<file path="src/rtl/dp_ram_stream_reader.sv">
// dp_ram_stream_reader: walks a wrapping RAM address range and streams the read data over valid/ready
module dp_ram_stream_reader #(
  parameter int DATA_WIDTH = 8,
  parameter int ADDR_WIDTH = 8,
  parameter int RAM_DEPTH  = 256,
  parameter int LEN_WIDTH  = ADDR_WIDTH + 1
) (
  input  logic                  clk,
  input  logic                  rst,
  input  logic                  start,
  input  logic [ADDR_WIDTH-1:0] base_addr,
  input  logic [LEN_WIDTH-1:0]  length,
  output logic                  busy,
  output logic                  done,
  output logic [ADDR_WIDTH-1:0] ram_addr,
  output logic                  ram_we,
  input  logic [DATA_WIDTH-1:0] ram_q,
  output logic [DATA_WIDTH-1:0] out_data,
  output logic                  out_valid,
  input  logic                  out_ready,
  output logic                  out_last
);
  typedef enum logic [1:0] {IDLE, RUN, DRAIN, FIN} state_t;
  state_t                state, state_nx;
  logic [ADDR_WIDTH-1:0] ptr;
  logic [LEN_WIDTH-1:0]  len_r, issued, accepted;
  logic                  inflight, pop, issue;
  logic [1:0]            cnt;
  logic [2:0]            occ;
  logic [DATA_WIDTH-1:0] head, tail;
  assign pop       = out_valid & out_ready;
  assign occ       = {1'b0, cnt} + {2'b0, inflight} - {2'b0, pop};
  assign issue     = (state == RUN) && (issued != len_r) && (occ < 3'd2);
  assign busy      = state != IDLE;
  assign done      = state == FIN;
  assign ram_addr  = ptr;
  assign ram_we    = 1'b0;
  assign out_data  = head;
  assign out_valid = cnt != 2'd0;
  assign out_last  = out_valid && (accepted == len_r - LEN_WIDTH'(1));
  // next state: the last word leaving the buffer is the only way out of DRAIN
  always_comb begin
    state_nx = state;
    case (state)
      IDLE:    state_nx = start ? ((length == '0) ? FIN : RUN) : IDLE;
      RUN:     state_nx = (issued == len_r) ? DRAIN : RUN;
      DRAIN:   state_nx = (pop && out_last) ? FIN : DRAIN;
      default: state_nx = IDLE;
    endcase
  end
  // command latch, wrapping address pointer, issue/accept counters and read-in-flight flag
  always_ff @(posedge clk or negedge rst) begin
    if (!rst) begin
      state    <= IDLE;
      ptr      <= '0;
      len_r    <= '0;
      issued   <= '0;
      accepted <= '0;
      inflight <= 1'b0;
    end else begin
      state    <= state_nx;
      inflight <= issue;
      if (state == IDLE && start) begin
        ptr      <= base_addr;
        len_r    <= length;
        issued   <= '0;
        accepted <= '0;
      end
      if (issue) begin
        ptr    <= (ptr == ADDR_WIDTH'(RAM_DEPTH - 1)) ? '0 : ptr + ADDR_WIDTH'(1);
        issued <= issued + LEN_WIDTH'(1);
      end
      if (pop) accepted <= accepted + LEN_WIDTH'(1);
    end
  end
  // two-entry shift FIFO: pop shifts tail to head, push lands in the first free slot after the pop
  always_ff @(posedge clk or negedge rst) begin
    if (!rst) begin
      cnt  <= 2'd0;
      head <= '0;
      tail <= '0;
    end else begin
      cnt <= occ[1:0];
      if (pop) head <= tail;
      if (inflight) begin
        if (cnt == {1'b0, pop}) head <= ram_q;
        else tail <= ram_q;
      end
    end
  end
endmodule

</file>
<file path="config.mk">
export PLATFORM = sky130hd
export DESIGN_NAME = dp_ram_stream_reader
export DESIGN_NICKNAME = d
export VERILOG_FILES = /design/src/rtl/dp_ram_stream_reader.sv
export SDC_FILE = /design/constraint.sdc
export NUM_CORES = 1
export LEC_CHECK = 0
export BUFFER_PORTS_ARGS = -buffer_cell sky130_fd_sc_hd__buf_2
export CAP_MARGIN = 20
export CORE_MARGIN = 2
export CORE_UTILIZATION = 50
export CTS_BUF_LIST = sky130_fd_sc_hd__clkbuf_8
export DETAILED_ROUTE_END_ITERATION = 10
export MAX_ROUTING_LAYER = met4
export PLACE_DENSITY = 0.8
export SLEW_MARGIN = 20
export SYNTH_ARGS = -nofsm -noshare
export SYNTH_HDL_FRONTEND = slang
export SYNTH_SLANG_ARGS = --single-unit
</file>
<file path="constraint.sdc">
create_clock -name clk -period 6 [get_ports clk]
set_input_delay 0.6 -clock clk [delete_from_list [all_inputs] [get_ports clk]]
set_output_delay 0.6 -clock clk [all_outputs]
set_load 0.02 [all_outputs]
</file>
==> metrics.yaml, run 1 <==
dp_cells: 454
synth_area_leaders: "dfrtp_1, nand2_1, mux2i_1"
crit_fanout: 21
synth-seq-cells: 56
drt-pass1-iter-count: 4
start_kind: "flip-flop"
crit_buf_inv: 4
clock.fmax_mhz: 244
critPathMaxStageDelay_ns: 0.73
row_count: 29
clockBufferDepth: 2
grt_pass1_wl_um: 11800
clkPwrFrac_pct: 11.4
drcViolationCount: 0
rsz0062_at_grt: "no"
diodes: 0
dp_hpwl_um: 5020
synth.avg_cell_area_um2: 9.39
p_int_mw: 1.02
cp.required_ns: 6.21
crit_family: "compound AO/OA/AOI/OAI gates"
critPathLaunch: "cnt[1]$_DFF_PN0_"
power_switching_mw: 0.865
antenna_found_initial: 0
rrSetupSlack_ns: 1.90
clock_latency_ns: 0.32
ys_types: 57
p_comb_share_pct: 50.5
nFillCells: 591
synth_common_cells: "nand2_1, dfrtp_1, o21ai_0, mux2i_1, xnor2_1"
dr_total_vias: 2661
cts_root_buf: "clkbuf_8"
syn_nets: 382
synth_top_area_share_pct: 43.1
htree_levels: 2
final_util_pct: 56.8
drt_iter0_markers: 162
clk_pin_slew_worst_paths_ns: 0.11
p_per_area_nw_per_um2: 525
crit_path_top_delay_cell: "o21ai_2"
synthToLayoutAreaGrowth_pct: 10.4
core_um2: 6310
io_buffers: 48
rr_startpoint: "cnt[1]$_DFF_PN0_"
hold_slack_ns: 0.381
crit_arrival_ns: 4.31
yosysWarnings: 0
register_area_um2: 1400
fp.dieH_um: 84.6
drt_wl_total_um: 7040
rr_endpoint: "ram_addr[7]$_DFFE_PN0P_"
multi_input_area_um2: 1690
hold_path_class: "in2async"
endpoint_kind: "flip-flop"
cp.depth: 13
finalHoldViolCount: 0
die_x_um: 84.6
drv_slew: 0
synth.largest_area_cell: "dfrtp_1"
swShare_pct: 45.9
grt_max_degree: 57
die-area_um2: 7160
gr-usage-all-layers_pct: 20.9
cts_tree: "yes"
gp_congestion: 0.896
skew_ns: 0.00903
synth_flop_cell: "dfrtp_1"
cts_made_buffers: 5
cts_resized: 0
ys_seq_area_share_pct: 43.1
grt_pass1_vias: 2501
worstSetupPathType: "reg2reg"
layoutNonFillerInstCount: 462
overflow: 0
synthMostInstantiatedCell: "nand2_1"
via_per_inst: 5.76
drv_cap: 0
synthArstFlopShare_pct: 100
synth_area_um2: 3250
vdd_drop_max_mv: 0.332
clkSinkCount: 56
cts_setup_buffers: 0
status: "complete, no violations"
wl_per_cell_um: 15.2
crit_chain: "o21ai_2 -> inv_2 -> ha_1 -> inv_1 -> ha_1 -> inv_1 -> fa_1 -> xor2_1 -> nor3_2 -> o31ai_4 -> inv_2 -> nor2_1 -> a221o_1"
synth_edf_count: 0
nNetsFinal: 420
io_pins: 50
worst_pin_slew_ns: 0.871
layout-drive-gt1-share_pct: 20.5
ff2ff_path_depth: 13
p_seq_share_pct: 38.1
fin_crit_sh_pct: 68.4
layout_min_cycle_time_ns: 4.10
slew_headroom_pct: 41.9
initial_core_util_pct: 51.5
finalSetupViolCount: 0
netlist_instances: 346
ant_nets: 0
tns_ns: 0
postCtsHoldBufs: 0
power_leakage_nw: 1.63
-- worst max-delay path by stage --
stage | endpoint | slack, ns
2_1_floorplan | ram_addr[4]$_DFFE_PN0P_ | 2.79
3_3_place_gp | ram_addr[7]$_DFFE_PN0P_ | 2.10
3_5_place_dp | ram_addr[7]$_DFFE_PN0P_ | 1.85
4_1_cts | issued[5]$_DFFE_PN0P_ | 1.87
5_1_grt | ram_addr[7]$_DFFE_PN0P_ | 1.62
6_report | ram_addr[7]$_DFFE_PN0P_ | 1.90
-- metrics by stage --
step	area [µm²]	setup slack, ns	total power, mW
CTS	3590	1.87	1.89
floorplan	3250	2.79	1.46
detailed placement	3500	1.85	1.67
global route	3590	1.62	2.03
global placement	3500	2.10	1.63
finish	3590	1.90	1.88
-- registers in the layout, summed over array words and instances (netlist names), 2 cells and up --
signal and count:
accepted 9, out_data 8, tail 8, ram_addr 8, issued 9, len_r 9
state 2, cnt 2
-- layout make-up --
type	count	area share, %
Multi-Input combinational cell	258	47.1
Sequential cell	56	39.1
Timing Repair Buffer	51	7.32
Tap cell	77	2.68
Clock buffer	5	1.92
Inverter	12	1.26
Clock inverter	3	0.662
-- per-layer routing --
metal	GRT usage (%)	share of wire, %	wire (µm)
met5	-	0	0
met4	5.34	1.2	84
met3	4.03	4.5	318
met2	32.9	47	3330
met1	27.9	47	3310
-- kinds of logic (layout without fill, tap and decap cells) --
kind of cell | Yosys count | after routing | synth area share, %
buffers and inverters | 32 | 71 | 4.85
AO/OA/AOI/OAI | 71 | 71 | 14.7
flip-flops | 56 | 56 | 43.1
adder cells (fa/ha/maj) | 7 | 7 | 2.93
multiplexers | 25 | 25 | 8.05
XOR/XNOR | 21 | 21 | 5.66
AND/OR/NAND/NOR | 133 | 133 | 20.6
other | 1 | 1 | 0.115
-- cell usage in the layout (no fill, tap or decap), types with 9 or more instances in the layout --
master and count:
nand3_1 14, xnor2_1 16, mux2_2 9, o21ai_0 31, nand2_1 59, mux2i_1 16
nor2_1 11, inv_1 10, buf_2 48, dfrtp_1 56
-- power groups by stage --
stage / logic [mW] / clock network (mW) / registers [mW]
floorplan: 0.759 / 0 / 0.706
global placement: 0.909 / 0 / 0.717
detailed placement: 0.953 / 0 / 0.721
CTS: 0.959 / 0.218 / 0.716
global route: 1.05 / 0.234 / 0.742
finish: 0.950 / 0.215 / 0.717
(Power assumes the default switching activity.)
==> inputs of run 2 (changes only) <==
==> constraint.sdc (replaced) <==
create_clock -name clk -period 4.2 [get_ports clk]
set_input_delay 0.42 -clock clk [delete_from_list [all_inputs] [get_ports clk]]
set_output_delay 0.42 -clock clk [all_outputs]
set_load 0.02 [all_outputs]
==> run 2 against run 1 <==
Net effect:
- critical path depth did not move
- hold slack worse by 0.37 ns
- utilization up 0.20 points
- wire length shrank 2.0%
- fmax increased by 20%
- cell count grew 0.22%
- register-to-register slack worse by 1.1 ns
- critical endpoint unchanged
- highest routed layer unchanged
==> metrics.yaml, run 2 (same netlist as run 1, synthesis figures left out) <==
finalSetupViolCount: 0  # unchanged
overflow: 0  # unchanged
hold_slack_ns: 0.00735  # -0.374 ns
crit_buf_inv: 4  # unchanged
critPathLaunch: "cnt[1]$_DFF_PN0_"
grtUsageMet2_pct: 33.3  # +0.43 points
crit_arrival_ns: 3.61  # -0.70 ns
clock.fmax_mhz: 292  # +20%
drcViolationCount: 0  # unchanged
diodes: 0  # unchanged
die-area_um2: 7160  # unchanged
mostFrequentLayoutCells: "nand2_1, dfrtp_1, buf_2"
clock_latency_ns: 0.31  # about the same
core_um2: 6310  # unchanged
row_count: 29  # unchanged
dp_cells: 455  # +0.22%
place_area_um2: 3500  # +0.21%
fp.dieH_um: 84.6  # unchanged
cp.required_ns: 4.39  # -1.82 ns
top_usage_layer: "met2"
cts_tree: "yes"
drv_slew: 0  # unchanged
die_x_um: 84.6  # unchanged
skew_ns: 0.0133  # +0.00426 ns
grt_pass1_wl_um: 11700  # -1.0%
grt_pass1_vias: 2540  # +1.6%
finalHoldViolCount: 0  # unchanged
clk_pin_slew_worst_paths_ns: 0.11  # about the same
vdd_drop_max_mv: 0.410  # +23%
p_per_area_nw_per_um2: 747  # +42%
final_util_pct: 57.0  # +0.20 points
drt_iter0_markers: 146  # -9.9%
dp_hpwl_um: 5000  # -0.40%
cts_root_buf: "clkbuf_8"
clkSinkCount: 56  # unchanged
nNetsFinal: 421  # +0.24%
clockBufferDepth: 2  # unchanged
synthToLayoutAreaGrowth_pct: 10.8
hold_path_class: "in2async"
final_common_cell: "nand2_1"
crit_family: "compound AO/OA/AOI/OAI gates"
cts_made_buffers: 5  # unchanged
p_total_mw: 2.69  # +43%
final.setup.worst_slack_ns: 0.780  # -1.12 ns
reg_top3: "accepted: 9 flops, issued: 9 flops, len_r: 9 flops"
rr_endpoint: "ram_addr[7]$_DFFE_PN0P_"
io_buffers: 48  # unchanged
tns_ns: 0  # unchanged
status: "complete, no violations"
gr-usage-all-layers_pct: 20.8  # -0.095 points
start_kind: "flip-flop"
drv_cap: 0  # unchanged
via_per_inst: 5.74  # -0.29%
rrSetupSlack_ns: 0.78  # -1.12 ns
postCtsHoldBufs: 0  # unchanged
place_ws_ns: 0.797  # -1.05 ns
initial_core_util_pct: 51.5  # unchanged
cts_setup_buffers: 0  # unchanged
rsz0062_at_grt: "no"
cp.depth: 13  # unchanged
wl_per_cell_um: 14.9  # -2.2%
drt_wl_total_um: 6900  # -2.0%
antenna_found_initial: 0  # unchanged
grt_use_met3_pct: 3.44  # -0.59 points
dr_total_vias: 2659  # -0.075%
cts_resized: 0  # unchanged
worst_pin_slew_ns: 0.886  # +0.0150 ns
crit_path_top_delay_cell: "dfrtp_1"
slew_headroom_pct: 40.7  # -1.2 points
ff2ff_path_depth: 13  # unchanged
io_pins: 50  # unchanged
ant_nets: 0  # unchanged
gp_congestion: 0.853  # -4.8%
crit_fanout: 21  # unchanged
layout-drive-gt1-share_pct: 20.7  # +0.21 points
htree_levels: 2  # unchanged
fin_area_um2: 3600  # +0.35%
rr_startpoint: "cnt[1]$_DFF_PN0_"
met1_usage_pct: 27.0  # -0.89 points
drt-pass1-iter-count: 4  # unchanged
endpoint_kind: "flip-flop"
layout_min_cycle_time_ns: 3.42  # -0.681 ns
nFillCells: 576  # -2.5%
critPathMaxStageDelay_ns: 0.49  # -0.24 ns
grt_max_degree: 40  # -30%
fin_crit_sh_pct: 81.4  # +13 points
crit_chain: "o21ai_2 -> inv_2 -> ha_1 -> inv_1 -> ha_1 -> inv_1 -> fa_1 -> xor2_1 -> nor3_2 -> o31ai_4 -> inv_2 -> nor2_1 -> a221o_1"
worstSetupPathType: "reg2reg"
power_leakage_nw: 1.65  # +0.94%
layoutNonFillerInstCount: 463  # +0.22%
run 2: layer usage:
metal	vias to the layer above	routed length, µm
li1	1299	-
met1	1300	3220
met5	-	0
met2	56	3380
met4	0	74
met3	4	230
run 2: worst max path at each step:
stage                               to  slack (ns)
2_1_floorplan  ram_addr[4]$_DFFE_PN0P_        0.99
3_3_place_gp   ram_addr[7]$_DFFE_PN0P_        0.99
3_5_place_dp   ram_addr[7]$_DFFE_PN0P_        0.80
4_1_cts        ram_addr[7]$_DFFE_PN0P_        0.77
5_1_grt        ram_addr[7]$_DFFE_PN0P_        0.51
6_report       ram_addr[7]$_DFFE_PN0P_        0.78
run 2: area by class of cell:
type / count / area [µm²] / share of cell area [%]
multi-input cells: 258 / 1690 / 46.9
repair buffers: 52 / 270 / 7.51
well taps: 77 / 96.3 / 2.68
clock buffers: 5 / 68.8 / 1.91
flip-flops and latches: 56 / 1400 / 38.9
clock inverters: 3 / 28.8 / 0.799
inverters: 12 / 45.0 / 1.25
run 2: report_power, final:
group | switching, mW | total [mW] | internal [mW]
combinational | 0.764 | 1.34 | 0.579
clock | 0.195 | 0.322 | 0.127
sequential | 0.269 | 1.03 | 0.757
total | 1.23 | 2.69 | 1.46
